<file path="src/rtl/msi_dir_pkg.sv">
// Shared type codes, directory encodings and FSM states for the MSI home-node controller.
package msi_dir_pkg;

    localparam int unsigned DIR_NODES  = 4;
    localparam int unsigned DIR_ADDR_W = 4;
    localparam int unsigned DIR_DATA_W = 4;

    typedef enum logic [2:0] {
        TypeNone      = 3'b000,
        ReqReadMiss   = 3'b001,
        ReqWriteMiss  = 3'b010,
        MsgFetch      = 3'b011,
        MsgFetchInv   = 3'b100,
        MsgInvalidate = 3'b101,
        ReqWriteBack  = 3'b110
    } msi_type_e;

    typedef enum logic [1:0] {
        DirUncached = 2'b00,
        DirShared   = 2'b01,
        DirModified = 2'b10
    } dir_state_e;

    typedef enum logic [1:0] {
        StIdle,
        StLookup,
        StWaitAck,
        StReply
    } fsm_state_e;

    // In Modified, sharers holds the one-hot owner.
    typedef struct packed {
        dir_state_e             state;
        logic [DIR_NODES-1:0]   sharers;
    } dir_entry_t;

endpackage

</file>
<file path="src/rtl/msi_dir_if.sv">
// Request/coherence/reply bundle between the L1 caches (master) and the home node (slave).
interface msi_dir_if #(
    parameter int unsigned NODES  = 4,
    parameter int unsigned ADDR_W = 4,
    parameter int unsigned DATA_W = 4
);
    localparam int unsigned NodeW = (NODES > 1) ? $clog2(NODES) : 1;

    logic              req_valid;
    logic              req_ready;
    logic [NodeW-1:0]  req_node;
    logic [2:0]        req_type;
    logic [ADDR_W-1:0] req_address;
    logic [DATA_W-1:0] req_data;

    logic              msg_valid;
    logic [2:0]        msg_type;
    logic [NODES-1:0]  msg_target;
    logic [ADDR_W-1:0] msg_address;

    logic              ack_valid;
    logic [DATA_W-1:0] ack_data;

    logic              resp_valid;
    logic [NodeW-1:0]  resp_node;
    logic [ADDR_W-1:0] resp_address;
    logic [DATA_W-1:0] resp_data;

    modport master (
        output req_valid, req_node, req_type, req_address, req_data, ack_valid, ack_data,
        input  req_ready, msg_valid, msg_type, msg_target, msg_address,
        input  resp_valid, resp_node, resp_address, resp_data
    );

    modport slave (
        input  req_valid, req_node, req_type, req_address, req_data, ack_valid, ack_data,
        output req_ready, msg_valid, msg_type, msg_target, msg_address,
        output resp_valid, resp_node, resp_address, resp_data
    );

endinterface

</file>
<file path="src/rtl/msi_dir_store.sv">
// Directory entries plus backing memory: one combinational read port, one synchronous write port.
module msi_dir_store
    import msi_dir_pkg::*;
#(
    parameter int unsigned ADDR_W = DIR_ADDR_W,
    parameter int unsigned DATA_W = DIR_DATA_W
) (
    input  logic              clk,
    input  logic              rst,
    input  logic [ADDR_W-1:0] rd_addr,
    output dir_entry_t        rd_entry,
    output logic [DATA_W-1:0] rd_data,
    input  logic              wr_en,
    input  logic [ADDR_W-1:0] wr_addr,
    input  dir_entry_t        wr_entry,
    input  logic [DATA_W-1:0] wr_data
);

    localparam int unsigned Depth = 2 ** ADDR_W;

    dir_entry_t        dir_q [Depth];
    logic [DATA_W-1:0] mem_q [Depth];

    assign rd_entry = dir_q[rd_addr];
    assign rd_data  = mem_q[rd_addr];

    // Memory word a powers up holding its own address so fills are traceable.
    always_ff @(posedge clk) begin
        if (rst) begin
            for (int unsigned i = 0; i < Depth; i++) begin
                dir_q[i] <= '0;
                mem_q[i] <= DATA_W'(i);
            end
        end else if (wr_en) begin
            dir_q[wr_addr] <= wr_entry;
            mem_q[wr_addr] <= wr_data;
        end
    end

endmodule

</file>
<file path="src/rtl/msi_directory_controller.sv">
// MSI home-node directory controller: serialises cache misses/writebacks, issues
// Fetch/Invalidate/FetchInvalidate to remote caches and returns fill data.
module msi_directory_controller
    import msi_dir_pkg::*;
#(
    parameter int unsigned NODES  = DIR_NODES,
    parameter int unsigned ADDR_W = DIR_ADDR_W,
    parameter int unsigned DATA_W = DIR_DATA_W
) (
    input logic     clk,
    input logic     rst,
    msi_dir_if.slave bus
);

    localparam int unsigned NodeW = (NODES > 1) ? $clog2(NODES) : 1;

    fsm_state_e        state_q;
    logic [NodeW-1:0]  req_node_q;
    logic [2:0]        req_type_q;
    logic [ADDR_W-1:0] req_addr_q;
    logic [DATA_W-1:0] req_data_q;
    dir_entry_t        new_entry_q;
    logic [DATA_W-1:0] new_data_q;
    logic              commit_q;

    logic              req_ready_q;
    logic              msg_valid_q;
    logic [2:0]        msg_type_q;
    logic [NODES-1:0]  msg_target_q;
    logic [ADDR_W-1:0] msg_addr_q;
    logic              resp_valid_q;
    logic [NodeW-1:0]  resp_node_q;
    logic [ADDR_W-1:0] resp_addr_q;
    logic [DATA_W-1:0] resp_data_q;

    dir_entry_t        rd_entry;
    logic [DATA_W-1:0] rd_data;
    logic              wr_en;

    logic [NODES-1:0]  req_mask;
    logic [NODES-1:0]  others;
    logic              is_owner;
    logic              dec_msg;
    logic [2:0]        dec_msg_type;
    logic [NODES-1:0]  dec_target;
    logic              dec_reply;
    logic              dec_commit;
    dir_entry_t        dec_entry;

    assign wr_en = (state_q == StReply) && commit_q;

    msi_dir_store #(
        .ADDR_W (ADDR_W),
        .DATA_W (DATA_W)
    ) u_store (
        .clk      (clk),
        .rst      (rst),
        .rd_addr  (req_addr_q),
        .rd_entry (rd_entry),
        .rd_data  (rd_data),
        .wr_en    (wr_en),
        .wr_addr  (req_addr_q),
        .wr_entry (new_entry_q),
        .wr_data  (new_data_q)
    );

    assign req_mask = NODES'(1) << req_node_q;
    assign others   = rd_entry.sharers & ~req_mask;
    assign is_owner = (rd_entry.state == DirModified) && (rd_entry.sharers == req_mask);

    always_comb begin
        dec_msg      = 1'b0;
        dec_msg_type = MsgFetch;
        dec_target   = '0;
        dec_reply    = 1'b0;
        dec_commit   = 1'b0;
        dec_entry    = rd_entry;
        case (req_type_q)
            ReqReadMiss: begin
                dec_reply = 1'b1;
                if (rd_entry.state == DirModified && !is_owner) begin
                    dec_msg      = 1'b1;
                    dec_msg_type = MsgFetch;
                    dec_target   = rd_entry.sharers;
                    dec_commit   = 1'b1;
                    dec_entry    = '{state: DirShared, sharers: rd_entry.sharers | req_mask};
                end else if (rd_entry.state != DirModified) begin
                    dec_commit = 1'b1;
                    dec_entry  = '{state: DirShared, sharers: rd_entry.sharers | req_mask};
                end
            end
            ReqWriteMiss: begin
                dec_reply  = 1'b1;
                dec_commit = !is_owner;
                dec_entry  = '{state: DirModified, sharers: req_mask};
                if (rd_entry.state == DirModified && !is_owner) begin
                    dec_msg      = 1'b1;
                    dec_msg_type = MsgFetchInv;
                    dec_target   = rd_entry.sharers;
                end else if (rd_entry.state == DirShared && others != '0) begin
                    dec_msg      = 1'b1;
                    dec_msg_type = MsgInvalidate;
                    dec_target   = others;
                end
            end
            ReqWriteBack: begin
                // Stale writebacks (requester no longer owner) fall through with no commit.
                if (is_owner) begin
                    dec_commit = 1'b1;
                    dec_entry  = '{state: DirUncached, sharers: '0};
                end
            end
            default: ;
        endcase
    end

    always_ff @(posedge clk) begin
        if (rst) begin
            state_q      <= StIdle;
            req_node_q   <= '0;
            req_type_q   <= '0;
            req_addr_q   <= '0;
            req_data_q   <= '0;
            new_entry_q  <= '0;
            new_data_q   <= '0;
            commit_q     <= 1'b0;
            req_ready_q  <= 1'b1;
            msg_valid_q  <= 1'b0;
            msg_type_q   <= '0;
            msg_target_q <= '0;
            msg_addr_q   <= '0;
            resp_valid_q <= 1'b0;
            resp_node_q  <= '0;
            resp_addr_q  <= '0;
            resp_data_q  <= '0;
        end else begin
            case (state_q)
                StIdle: begin
                    if (bus.req_valid) begin
                        req_node_q  <= bus.req_node;
                        req_type_q  <= bus.req_type;
                        req_addr_q  <= bus.req_address;
                        req_data_q  <= bus.req_data;
                        req_ready_q <= 1'b0;
                        state_q     <= StLookup;
                    end
                end
                StLookup: begin
                    new_entry_q <= dec_entry;
                    new_data_q  <= (req_type_q == ReqWriteBack) ? req_data_q : rd_data;
                    commit_q    <= dec_commit;
                    resp_node_q <= req_node_q;
                    resp_addr_q <= req_addr_q;
                    resp_data_q <= rd_data;
                    if (dec_msg) begin
                        msg_valid_q  <= 1'b1;
                        msg_type_q   <= dec_msg_type;
                        msg_target_q <= dec_target;
                        msg_addr_q   <= req_addr_q;
                        state_q      <= StWaitAck;
                    end else begin
                        resp_valid_q <= dec_reply;
                        state_q      <= StReply;
                    end
                end
                StWaitAck: begin
                    if (bus.ack_valid) begin
                        msg_valid_q  <= 1'b0;
                        resp_valid_q <= 1'b1;
                        // Invalidate acks carry no data; memory already holds the clean copy.
                        if (msg_type_q != MsgInvalidate) begin
                            new_data_q  <= bus.ack_data;
                            resp_data_q <= bus.ack_data;
                        end
                        state_q <= StReply;
                    end
                end
                StReply: begin
                    resp_valid_q <= 1'b0;
                    commit_q     <= 1'b0;
                    req_ready_q  <= 1'b1;
                    state_q      <= StIdle;
                end
                default: state_q <= StIdle;
            endcase
        end
    end

    assign bus.req_ready    = req_ready_q;
    assign bus.msg_valid    = msg_valid_q;
    assign bus.msg_type     = msg_type_q;
    assign bus.msg_target   = msg_target_q;
    assign bus.msg_address  = msg_addr_q;
    assign bus.resp_valid   = resp_valid_q;
    assign bus.resp_node    = resp_node_q;
    assign bus.resp_address = resp_addr_q;
    assign bus.resp_data    = resp_data_q;

endmodule

</file>
<file path="src/flat_wrapper.sv">
// flat-port wrapper written by rule: the top's interface ports become plain ports
module msi_directory_controller_flat import msi_dir_pkg::*;
#(
    parameter int unsigned NODES  = DIR_NODES,
    parameter int unsigned ADDR_W = DIR_ADDR_W,
    parameter int unsigned DATA_W = DIR_DATA_W
)
  (clk, rst, bus_req_valid, bus_req_node, bus_req_type, bus_req_address, bus_req_data, bus_ack_valid, bus_ack_data, bus_req_ready, bus_msg_valid, bus_msg_type, bus_msg_target, bus_msg_address, bus_resp_valid, bus_resp_node, bus_resp_address, bus_resp_data);
  msi_dir_if #(.NODES(NODES), .ADDR_W(ADDR_W), .DATA_W(DATA_W)) bus_i ();
  input logic clk;
  input logic rst;
  input wire logic [$bits(bus_i.req_valid)-1:0] bus_req_valid;
  input wire logic [$bits(bus_i.req_node)-1:0] bus_req_node;
  input wire logic [$bits(bus_i.req_type)-1:0] bus_req_type;
  input wire logic [$bits(bus_i.req_address)-1:0] bus_req_address;
  input wire logic [$bits(bus_i.req_data)-1:0] bus_req_data;
  input wire logic [$bits(bus_i.ack_valid)-1:0] bus_ack_valid;
  input wire logic [$bits(bus_i.ack_data)-1:0] bus_ack_data;
  output wire logic [$bits(bus_i.req_ready)-1:0] bus_req_ready;
  output wire logic [$bits(bus_i.msg_valid)-1:0] bus_msg_valid;
  output wire logic [$bits(bus_i.msg_type)-1:0] bus_msg_type;
  output wire logic [$bits(bus_i.msg_target)-1:0] bus_msg_target;
  output wire logic [$bits(bus_i.msg_address)-1:0] bus_msg_address;
  output wire logic [$bits(bus_i.resp_valid)-1:0] bus_resp_valid;
  output wire logic [$bits(bus_i.resp_node)-1:0] bus_resp_node;
  output wire logic [$bits(bus_i.resp_address)-1:0] bus_resp_address;
  output wire logic [$bits(bus_i.resp_data)-1:0] bus_resp_data;
  assign bus_i.req_valid = bus_req_valid;
  assign bus_i.req_node = bus_req_node;
  assign bus_i.req_type = bus_req_type;
  assign bus_i.req_address = bus_req_address;
  assign bus_i.req_data = bus_req_data;
  assign bus_i.ack_valid = bus_ack_valid;
  assign bus_i.ack_data = bus_ack_data;
  assign bus_req_ready = bus_i.req_ready;
  assign bus_msg_valid = bus_i.msg_valid;
  assign bus_msg_type = bus_i.msg_type;
  assign bus_msg_target = bus_i.msg_target;
  assign bus_msg_address = bus_i.msg_address;
  assign bus_resp_valid = bus_i.resp_valid;
  assign bus_resp_node = bus_i.resp_node;
  assign bus_resp_address = bus_i.resp_address;
  assign bus_resp_data = bus_i.resp_data;
  msi_directory_controller #(.NODES(NODES), .ADDR_W(ADDR_W), .DATA_W(DATA_W)) u_core (.clk(clk), .rst(rst), .bus(bus_i));
endmodule
</file>
<file path="config.mk">
export PLATFORM = sky130hd
export DESIGN_NAME = msi_directory_controller_flat
export DESIGN_NICKNAME = d
export VERILOG_FILES = /design/src/rtl/msi_dir_pkg.sv /design/src/rtl/msi_dir_if.sv /design/src/rtl/msi_dir_store.sv /design/src/rtl/msi_directory_controller.sv /design/src/flat_wrapper.sv
export SDC_FILE = /design/constraint.sdc
export NUM_CORES = 1
export LEC_CHECK = 0
export ABC_AREA = 1
export CAP_MARGIN = 20
export CELL_PAD_IN_SITES_DETAIL_PLACEMENT = 1
export CELL_PAD_IN_SITES_GLOBAL_PLACEMENT = 2
export CORE_MARGIN = 4
export CORE_UTILIZATION = 37
export DETAILED_ROUTE_END_ITERATION = 8
export PLACE_DENSITY = 0.78
export SYNTH_ARGS = -nofsm -noshare
export SYNTH_HDL_FRONTEND = slang
export SYNTH_HIERARCHICAL = 1
export SYNTH_SLANG_ARGS = --single-unit
</file>
<file path="constraint.sdc">
create_clock -name clk -period 2.8 [get_ports clk]
set_input_delay 0.28 -clock clk [delete_from_list [all_inputs] [get_ports clk]]
set_output_delay 0.28 -clock clk [all_outputs]
set_load 0.05 [all_outputs]
</file>
==> key figures <==
Finish
  – Layout cell share with drive strength beyond 1: 0.111
  – Fill cells: 3238
  – Register area: 5810 sq um
  – Final Instance Area: 12300 sq um
  – Area of the multi-input gates: 3530 sq um
  – Inserted Diodes: 0
  – Nets@finish: 1326
  – Final core occ: 0.454
  – Layout area overhead: 19.6%

Detailed routing
  – Post-route ant nets: 0
  – Pre-Repair DR Iteration Count: 4
  – Routed Wire Length: 32500 microns
  – Vias per cell: 4.95
  – DRC violations left: 0
  – Avg WL per Cell: 19.3 microns
  – Vias: 8344
  – Initial DRC Count: 494

Pwr
  – Logic pwr share: 0.372
  – Net Sw Power: 0.00439 W
  – Seq pwr share: 0.337
  – Sw Ratio: 0.391
  – Clock power share: 0.291
  – Leakage power: 5.25 nW
  – Maximum VDD drop: 0.571 mV
  – Pwr/cell area: 912 nW/um^2
  – Internal power: 0.00682 W

Logic synthesis
  – Synth warn: 6
  – Simple-Gate Fraction of Synth Area: 0.280
  – Mean Syn Cell Area: 8.37 sq um
  – Top-area cell type share of the netlist area: 0.468
  – Largest family of logic cells by synthesized area: simple AND/OR/NAND/NOR gates
  – Count leader, synth: nand2_1
  – Synth area leaders: edfxtp_1 (47%), nand2_1 (11%), dfxtp_1 (9.7%), nor2_1 (7.0%), inv_1 (6.5%)
  – Post-Synth Adder-Cell Area: 0.0146
  – Fraction of registers with async set/reset: 0
  – Syn_nets: 1261
  – Compound-Gate Fraction of Synth Area: 0.0454
  – XOR/XNOR Fraction of Synth Area: 0
  – Mux cell area share after synthesis: 0
  – Synth Flop Type: edfxtp_1
  – Register area share after synthesis: 0.565
  – Yosys cell types: 33
  – Post-synth top cells: nand2_1 (307), nor2_1 (191), inv_1 (179)
  – Cell taking the most area after synthesis: edfxtp_1
  – Flop and latch count out of synthesis: 210
  – Cells after synthesis: 1228
  – Post-Syn Area: 10300 sq um
  – Number of flops mapped to enable cells by yosys: 160

Worst hold path
  – HP Start: bus_req_data[2]
  – Min-Delay Path Depth: 3
  – Min-Delay Endpoint: u_core/req_data_q[2]
  – Hold WC Path Type: primary input to flip-flop

Critical path
  – Crit. Startpoint: u_core/req_addr_q[0]
  – Max stage delay on crit path: 450 ps
  – Worst R2R Path Depth: 17
  – Worst R2R Setup Slack: 170 ps
  – FF-to-FF End: u_core/bus.msg_address[0]
  – Arr. time, crit path: 3050 ps
  – Critical Path End Type: flip-flop
  – Startpoint types: flip-flop
  – CP Buf/Inv Count: 3
  – Delay-heaviest family, CP: simple AND/OR/NAND/NOR gates
  – Data required, critical path: 3220 ps
  – Reg2reg start: u_core/req_addr_q[0]
  – Most used cell, CP: nand2_1
  – Slowest library cell on the worst path: dfxtp_4
  – Crit Path Class: flip-flop to flip-flop
  – Crit Path Max Fanout: 18
  – Worst-path cell chain: buf_6 > nand2_1 > nand2_1 > nand2_1 > nand3_1 > nand3_1 > nand2_1 > inv_1 > ha_1 > nor2_2 > a21oi_2 > nand2_4 > nand2_4 > nand2_8 > buf_4 > o21ai_2 > nor2_1

Floorplan
  – Placement row count: 60
  – Boundary Pins: 45
  – Initial core utilization: 0.379
  – Die ar.: 30500 sq um
  – Die X-Extent: 175 microns
  – Die H: 175 microns
  – Core Footprint: 27100 sq um

CTS
  – CTS root buf: clkbuf_16
  – Clock Latency Late Sink: 530 ps
  – CTS Buf Count: 25
  – Clock sink count: 210
  – Max clock buf depth: 3
  – H-tree depth: 1
  – TritonCTS clock tree: done
  – Hold_buf cts: 0
  – Clock transition at the registers of the reported paths: 60 ps

Place
  – Placed Instance Area: 11400 sq um
  – Hpwl dp: 22000 microns
  – Post-place setup slack: -62.8 ps
  – GPL Wtd Cong: 0.843
  – Port bufs: 44

Global route
  – Initial antenna violation count: 0
  – First-pass GRT wire length: 50400 microns
  – Largest net degree at the start of global routing: 44
  – Met2 GRT Util: 0.368
  – Vias in the first global route: 8904
  – Total GRT Usage: 0.212
  – M3 GR Usage: 0.0301
  – Busiest grt layer: met2
  – Met1 GRT Util: 0.282
  – GR Overflow Total: 0

STA
  – Final Max Slew Viols: 0
  – Slew Limit Headroom: 0.300
  – Max Clk Rate: 380 MHz
  – Final setup fails: 0
  – Post-route setup TNS: 0 ps
  – Tcrit/Tclk final: 0.941
  – Clk_skew: 9.97 ps
  – Fin. Hold Viols: 0
  – RSZ-0062 raised after global routing: false
  – Worst-Margin Slew: 1050 ps
  – Final worst setup slack: 165 ps
  – Post-layout min period: 2630 ps

Run
  – Total of max-cap violations: 0

Outcome
  – Run status: finished, final reports clean
final cells by class:
cell class | instances | share of cell area
clock buffers | 31 | 0.0544
clock inverters | 15 | 0.0129
inverters | 195 | 0.0603
multi-input cells | 769 | 0.288
flip-flops and latches | 210 | 0.473
well taps | 372 | 0.0379
repair buffers | 92 | 0.0743
cells by family after synthesis:
group / count (synthesis)
AO/OA/AOI/OAI: 86
buffers and inverters: 249
flip-flops: 210
adder cells (fa/ha/maj): 12
AND/OR/NAND/NOR: 671
power by group through the flow:
stage                     clock, W  combinational [W]  sequential, W
after global placement           0            0.00405        0.00382
final                      0.00326            0.00416        0.00378
after floorplan                  0            0.00208        0.00409
after detailed placement         0            0.00407        0.00383
after CTS                  0.00335            0.00410        0.00377
after global routing       0.00348            0.00454        0.00381
sequential cells by signal, summed over array words and instances (netlist names):
register / flops
u_core/commit_q: 1
u_core/bus.msg_target: 4
u_core/u_store/dir_q: 96
u_core/bus.resp_valid: 1
u_core/req_data_q: 4
u_core/req_node_q: 2
u_core/new_data_q: 4
u_core/bus.req_ready: 1
u_core/req_type_q: 3
u_core/bus.msg_address: 4
u_core/req_addr_q: 4
u_core/bus.msg_valid: 1
u_core/bus.resp_node: 2
u_core/new_entry_q: 6
u_core/bus.resp_address: 4
u_core/state_q: 2
u_core/u_store/mem_q: 64
u_core/bus.msg_type: 3
u_core/bus.resp_data: 4
what timing repair did:
item / in CTS / in global routing
buffers inserted: 0 / 1
setup endpoints to repair: 9 / 20
gates resized for setup: 1 / 13
gates cloned: 0 / 1
hold endpoints to repair: 0 / 0
pin swaps: 0 / 1
layer usage:
metal / vias up / wire (microns)
li1: 4021 / -
met1: 4107 / 14700
met2: 168 / 15800
met3: 48 / 1350
met4: 0 / 756
met5: - / 0
worst max path at each step:
stage / cells after the start / endpoint
after detailed placement: 18 / u_core/bus.msg_address[0]
after floorplan: 18 / u_core/bus.resp_valid
after global placement: 18 / u_core/bus.msg_address[2]
after CTS: 17 / u_core/bus.msg_address[0]
final: 17 / u_core/bus.msg_address[0]
after global routing: 17 / u_core/bus.msg_target[0]
stage by stage:
stage          hold WS (ps)  instances  power, W
6_report                379       1684    0.0112
5_1_grt                 385       1684    0.0118
4_1_cts                 355       1682    0.0112
3_5_place_dp            456       1636   0.00790
3_3_place_gp            454       1636   0.00787
2_1_floorplan           424       1228   0.00617
worst min-delay path, delay by kind of cell:
kind                   cells  cell delay, ps
AO/OA/AOI/OAI              1             150
AND/OR/NAND/NOR            1              40
buffers and inverters      1             390
cell usage in the layout, fill, tap and decap left out, drive strengths merged, types with 4 or more instances in the layout:
cell / count
a21oi: 34
buf: 47
clkbuf: 32
clkdlybuf4s50: 44
clkinv: 9
clkinvlp: 5
dfxtp: 50
edfxtp: 160
ha: 12
inv: 193
nand2: 320
nand3: 140
nand4: 4
nor2: 198
nor3: 9
o21ai: 44
o22ai: 5
Note: power is estimated with default switching activity, not from simulation.
